## config.mk

```make
export PLATFORM = sky130hd
export DESIGN_NAME = reaction_multi_timer
export DESIGN_NICKNAME = d
export VERILOG_FILES = /design/src/rtl/reaction_pkg.sv /design/src/rtl/reaction_tick_gen.sv /design/src/rtl/reaction_multi_timer.sv
export SDC_FILE = /design/constraint.sdc
export NUM_CORES = 1
export LEC_CHECK = 0
export ABC_AREA = 1
export ABC_CLOCK_PERIOD_IN_PS = 2500
export CELL_PAD_IN_SITES_DETAIL_PLACEMENT = 1
export CELL_PAD_IN_SITES_GLOBAL_PLACEMENT = 2
export CORE_MARGIN = 2
export CORE_UTILIZATION = 31
export DETAILED_ROUTE_END_ITERATION = 8
export PLACE_DENSITY = 0.78
export SKIP_CTS_REPAIR_TIMING = 1
export SYNTH_ARGS = -nofsm -noshare
export SYNTH_HDL_FRONTEND = slang
export SYNTH_SLANG_ARGS = --single-unit
export TNS_END_PERCENT = 5
```

## constraint.sdc

```tcl
create_clock -name clk -period 2.5 [get_ports clk]
set_input_delay 0.375 -clock clk [delete_from_list [all_inputs] [get_ports clk]]
set_output_delay 0.375 -clock clk [all_outputs]
set_load 0.005 [all_outputs]
```

## src/rtl/reaction_pkg.sv

```systemverilog
// Shared types for the reaction timer: FSM states, result codes, LFSR step.
package reaction_pkg;

  typedef enum logic [1:0] {
    S_IDLE,
    S_ARM,
    S_GO,
    S_DONE
  } state_t;

  typedef enum logic [1:0] {
    RC_NONE    = 2'd0,
    RC_VALID   = 2'd1,
    RC_DQ      = 2'd2,
    RC_TIMEOUT = 2'd3
  } rcode_t;

  // Galois form of x^16 + x^14 + x^13 + x^11 + 1, right-shifting
  localparam logic [15:0] LFSR_TAPS = 16'hB400;

  function automatic logic [15:0] lfsr_step(input logic [15:0] s);
    return {1'b0, s[15:1]} ^ (s[0] ? LFSR_TAPS : 16'h0000);
  endfunction

endpackage

```

## src/rtl/reaction_tick_gen.sv

```systemverilog
// Millisecond prescaler: one-cycle tick every DIV clocks, restartable via clr.
module reaction_tick_gen #(
  parameter int DIV = 50000
) (
  input  logic clk,
  input  logic reset,
  input  logic clr,
  output logic tick
);

  localparam int CW = (DIV > 1) ? $clog2(DIV) : 1;

  logic [CW-1:0] cnt;

  assign tick = (cnt == CW'(DIV - 1));

  always_ff @(posedge clk) begin
    if (reset || clr) begin
      cnt <= '0;
    end else if (tick) begin
      cnt <= '0;
    end else begin
      cnt <= cnt + 1'b1;
    end
  end

endmodule

```

## src/rtl/reaction_multi_timer.sv

```systemverilog
// Multi-player reaction-time core: random hold-off, GO lamp, per-player ms capture.
// Define REACTION_BEST_TIME_EN to keep a session best winner time in best_time.
module reaction_multi_timer
  import reaction_pkg::*;
#(
  parameter int          CLK_HZ       = 50_000_000,
  parameter int          PLAYERS      = 2,
  parameter int          TIME_W       = 14,
  parameter int          DELAY_MIN_MS = 1000,
  parameter int          DELAY_MASK   = 'h7FF,
  parameter int          TIMEOUT_MS   = 9999,
  parameter logic [15:0] LFSR_SEED    = 16'hACE1,
  localparam int         WIN_W        = (PLAYERS > 1) ? $clog2(PLAYERS) : 1
) (
  input  logic                        clk,
  input  logic                        reset,
  input  logic                        start,
  input  logic [PLAYERS-1:0]          btn,
  output logic                        go,
  output logic                        busy,
  output logic [TIME_W-1:0]           ms_count,
  output logic [2*PLAYERS-1:0]        result_code,
  output logic [TIME_W*PLAYERS-1:0]   result_time,
  output logic                        done,
  output logic [WIN_W-1:0]            winner,
  output logic                        winner_valid,
  output logic [TIME_W-1:0]           best_time
);

  localparam int HOLD_W = $clog2(DELAY_MIN_MS + DELAY_MASK + 2) + 1;

  state_t              state_q;
  state_t              state_d;
  logic [15:0]         lfsr;
  logic [HOLD_W-1:0]   hold;
  logic [TIME_W-1:0]   ms_q;
  logic [PLAYERS-1:0]  btn_prev;
  logic [PLAYERS-1:0]  rise;
  logic                tick;
  logic                round_start;
  logic                arm_last;
  logic                to_hit;
  logic                all_res;
  logic                enter_done;
  logic                done_q;
  logic                wv_q;
  logic                wv_d;
  logic [WIN_W-1:0]    win_q;
  logic [WIN_W-1:0]    win_d;
  logic [TIME_W-1:0]   best_t;

  assign round_start = start &&
                       (state_q == S_IDLE || state_q == S_DONE);
  assign arm_last    = (state_q == S_ARM) && tick &&
                       (hold == HOLD_W'(1));
  assign to_hit      = (state_q == S_GO) && tick &&
                       (ms_q == TIME_W'(TIMEOUT_MS - 1));
  assign rise        = btn & ~btn_prev;
  assign enter_done  = (state_d == S_DONE) && (state_q != S_DONE);

  reaction_tick_gen #(
    .DIV (CLK_HZ / 1000)
  ) u_tick (
    .clk   (clk),
    .reset (reset),
    .clr   (round_start),
    .tick  (tick)
  );

  always_comb begin
    all_res = 1'b1;
    for (int i = 0; i < PLAYERS; i++) begin
      if (result_code[2*i +: 2] == RC_NONE) all_res = 1'b0;
    end
  end

  // Fastest VALID player; strict compare keeps the lowest index on ties
  always_comb begin
    win_d  = '0;
    wv_d   = 1'b0;
    best_t = '1;
    for (int i = 0; i < PLAYERS; i++) begin
      if (result_code[2*i +: 2] == RC_VALID &&
          (!wv_d || result_time[i*TIME_W +: TIME_W] < best_t)) begin
        wv_d   = 1'b1;
        best_t = result_time[i*TIME_W +: TIME_W];
        win_d  = WIN_W'(i);
      end
    end
  end

  always_comb begin
    state_d = state_q;
    unique case (state_q)
      S_IDLE: if (round_start) state_d = S_ARM;
      S_ARM: begin
        if (all_res)       state_d = S_DONE;
        else if (arm_last) state_d = S_GO;
      end
      S_GO:   if (all_res) state_d = S_DONE;
      S_DONE: if (round_start) state_d = S_ARM;
      default: state_d = S_IDLE;
    endcase
  end

  always_ff @(posedge clk) begin
    if (reset) begin
      state_q  <= S_IDLE;
      lfsr     <= LFSR_SEED;
      btn_prev <= '1;
      hold     <= '0;
      ms_q     <= '0;
      done_q   <= 1'b0;
      wv_q     <= 1'b0;
      win_q    <= '0;
    end else begin
      state_q  <= state_d;
      lfsr     <= lfsr_step(lfsr);
      btn_prev <= btn;
      done_q   <= enter_done;
      if (round_start) begin
        hold <= HOLD_W'(DELAY_MIN_MS) +
                HOLD_W'(lfsr & DELAY_MASK[15:0]);
      end else if (state_q == S_ARM && tick) begin
        hold <= hold - 1'b1;
      end
      if (round_start || arm_last) begin
        ms_q <= '0;
      end else if (state_q == S_GO && tick &&
                   ms_q != TIME_W'(TIMEOUT_MS)) begin
        ms_q <= ms_q + 1'b1;
      end
      if (round_start) begin
        wv_q  <= 1'b0;
        win_q <= '0;
      end else if (enter_done) begin
        wv_q  <= wv_d;
        win_q <= win_d;
      end
    end
  end

  for (genvar g = 0; g < PLAYERS; g++) begin : g_player
    rcode_t            code;
    logic [TIME_W-1:0] tm;

    always_ff @(posedge clk) begin
      if (reset || round_start) begin
        code <= RC_NONE;
        tm   <= '0;
      end else if (state_q == S_ARM && rise[g]) begin
        code <= RC_DQ;
      end else if (state_q == S_GO && code == RC_NONE) begin
        if (rise[g]) begin
          code <= RC_VALID;
          tm   <= ms_q;
        end else if (to_hit) begin
          code <= RC_TIMEOUT;
        end
      end
    end

    assign result_code[2*g +: 2]           = code;
    assign result_time[g*TIME_W +: TIME_W] = tm;
  end

`ifdef REACTION_BEST_TIME_EN
  logic [TIME_W-1:0] best_q;
  logic [TIME_W-1:0] win_time;

  assign win_time = result_time[win_q*TIME_W +: TIME_W];

  always_ff @(posedge clk) begin
    if (reset) begin
      best_q <= '1;
    end else if (done_q && wv_q && win_time < best_q) begin
      best_q <= win_time;
    end
  end

  assign best_time = best_q;
`else
  assign best_time = '1;
`endif

  assign go           = (state_q == S_GO);
  assign busy         = (state_q == S_ARM) || (state_q == S_GO);
  assign ms_count     = ms_q;
  assign done         = done_q;
  assign winner       = win_q;
  assign winner_valid = wv_q;

endmodule

```

==> results.tsv <==
metric	value	unit
status	complete, no violations	
r2r_end	winner	
multi_input_area	0.00246	mm²
worst_slew_pin_slew	0.562	ns
cts_tree	built	
routed_via_density	4.72	
place_congestion	0.819	
synth-async-reset-ratio	0	
synthTopCellsByArea	dfxtp_1 40%, nand2_1 7.4%, a21oi_1 6.8%	
dieArea	0.0168	mm²
worstSkewPairLatency	0.35	ns
grt_usage	0.163	
p_clk_frac	0.450	
hold_viol	0	
rr_worst_depth	14	
port-buffer-count	55	
seqCellArea	0.00196	mm²
yosys_register_bits	98	
p_leak	0.00247	µW
reg2reg_from	g_player[0].code[0]	
startpoint_type	flip-flop	
dpl.hpwl	10000	µm
cts_buffers	9	
fin_crit_sh	0.856	
synth_cell_type_count	37	
peakVddDrop	0.326	mV
final_util	0.390	
wire_per_inst	14.1	µm
cap_violations	0	
hold_class	flip-flop to flip-flop	
ant_nets	0	
share_seq_of_total_power	0.450	
grt_overflow	0	
nFillCells	1922	
syn_avg_cell_area	7.33	µm²
synthFlopType	dfxtp_1	
powerDensity	614	mW/mm²
rsz0062_at_grt	no	
drive_gt1_frac	0.0812	
r2r_setup_slack	0.36	ns
diodes	0	
syn_inst	666	
via_count	4431	
io_pins	70	
end_kind	flip-flop	
critPathMaxFanout	14	
grt_pass1_vias	4377	
placementRows	45	
cts-root-buf	clkbuf_16	
clkTransAtPathRegs	0.07	ns
ys_seq_area_frac	0.402	
die_w	130	µm
synth_common_cells	98 x dfxtp_1, 96 x nand2_1, 84 x nor2_1	
p_int	2770	µW
worstPathRequired	2.79	ns
finClkSkew	0.00729	ns
syn_area	0.00488	mm²
initial_core_util	0.319	
grt_pass1_wl	21800	µm
period_minus_slack	2.14	ns
crit_start	g_player[0].code[0]	
max_freq	468	MHz
setup_tns	0	ns
grt_max_degree	34	
clockBufferDepth	2	
crit_arrival	2.43	ns
cts_sinks	98	
switching_share	0.245	
slew_viol_final	0	
instances_no_fill	938	
setup_viol_count_final	0	
synth_top_cell_by_area	dfxtp_1	
path_class	flip-flop to flip-flop	
drtIter0Drc	208	
cts.htree.levels	3	
die_h	130	µm
synth_top_area_share	0.402	
dr.pass1.iters	4	
synth.most_common_cell	dfxtp_1	
drt_drc_violations_left	0	
max-slew-margin-rel	0.624	
fin_nets	749	
total_power	3660	µW
synth_edf_count	0	
crit_end	winner	
p_sw	899	µW
core	0.0153	mm²
hold_slack	0.414	ns
area_delta_synth_final	22.3	%
synth_warnings	0	
pwr-share-comb	0.100	
dpl.cell_count	922	
antenna_found_initial	0	
routed_wl	13300	µm
-- through the flow --
step / area [µm²] / setup WS, ns
6_report: 5970 / 0.361
3_5_place_dp: 5620 / 0.354
3_3_place_gp: 5620 / 0.445
4_1_cts: 5970 / 0.338
2_1_floorplan: 4930 / 0.672
5_1_grt: 5970 / 0.0992
-- worst max-delay path: stages (launching register included) --
cell     delay (ns)
dfxtp_1        0.38
inv_1          0.07
nor2_1         0.13
inv_1          0.24
nor2_1         0.18
ha_1           0.26
a21oi_1        0.14
nor2_1         0.06
nor3_1         0.13
nand2_1        0.10
nand2_1        0.06
nand2_1        0.10
nand2_1        0.09
a21oi_1        0.06
nor2_1         0.07
-- registers in the layout, indices dropped and copies added, names as in the netlist, 2 cells and up --
| signal | count |
|---|---|
| btn_prev | 2 |
| g_player.code | 4 |
| g_player.tm | 28 |
| hold | 13 |
| lfsr | 16 |
| ms_count | 14 |
| state_q | 2 |
| u_tick.cnt | 16 |
-- power by group through the flow --
stage               Clock, µW  Combinational [µW]  Sequential (µW)
floorplan                   0                 283             1670
global placement            0                 357             1680
detailed placement          0                 368             1690
CTS                      1690                 370             1650
global route             1750                 420             1660
finish                   1650                 366             1650
-- layout make-up --
class | instances | area share
Clock buffer | 12 | 0.0429
Clock inverter | 4 | 0.0163
Inverter | 83 | 0.0522
Multi-Input combinational cell | 466 | 0.412
Sequential cell | 98 | 0.329
Tap cell | 211 | 0.0442
Timing Repair Buffer | 64 | 0.103
-- cell families after synthesis --
logic type	count (synthesis)	synth area share
AO/OA/AOI/OAI	144	0.157
XOR/XNOR	15	0.0269
adder cells (fa/ha/maj)	22	0.0564
buffers and inverters	115	0.104
flip-flops	98	0.402
other	1	0.000768
AND/OR/NAND/NOR	271	0.254
-- worst min-delay path by stage --
stage,cells past startpoint,slack (ns),endpoint,from
5_1_grt,2,0.44,lfsr[14],lfsr[15]
3_5_place_dp,2,0.40,lfsr[14],lfsr[15]
6_report,2,0.41,lfsr[14],lfsr[15]
4_1_cts,2,0.42,lfsr[14],lfsr[15]
3_3_place_gp,2,0.40,lfsr[14],lfsr[15]
2_1_floorplan,2,0.39,lfsr[14],lfsr[15]
-- cells in the final DEF, fill, tap and decap left out, drive strengths merged --
master	instances
bufinv	3
buf	9
nor3b	2
o22ai	1
nand4	9
o21a	3
o21ai	57
nand2	102
xnor2	2
o21bai	1
nand3	32
inv	83
a21oi	66
ha	22
clkinvlp	1
nor2	95
o211ai	4
nor3	24
xor2	13
a31oi	6
conb	14
nand3b	1
clkbuf	12
o31ai	1
a211oi	4
or2	4
dfxtp	98
and3	2
clkdlybuf4s50	55
a21o	1
-- per-layer routing --
metal | track usage | up-vias | share of wire
li1 | - | 2260 | -
met1 | 0.216 | 2094 | 0.49
met2 | 0.268 | 61 | 0.46
met3 | 0.0231 | 16 | 0.024
met4 | 0.0683 | 0 | 0.020
met5 | 0 | - | 0
No activity file was read; power rests on OpenSTA's default activity.
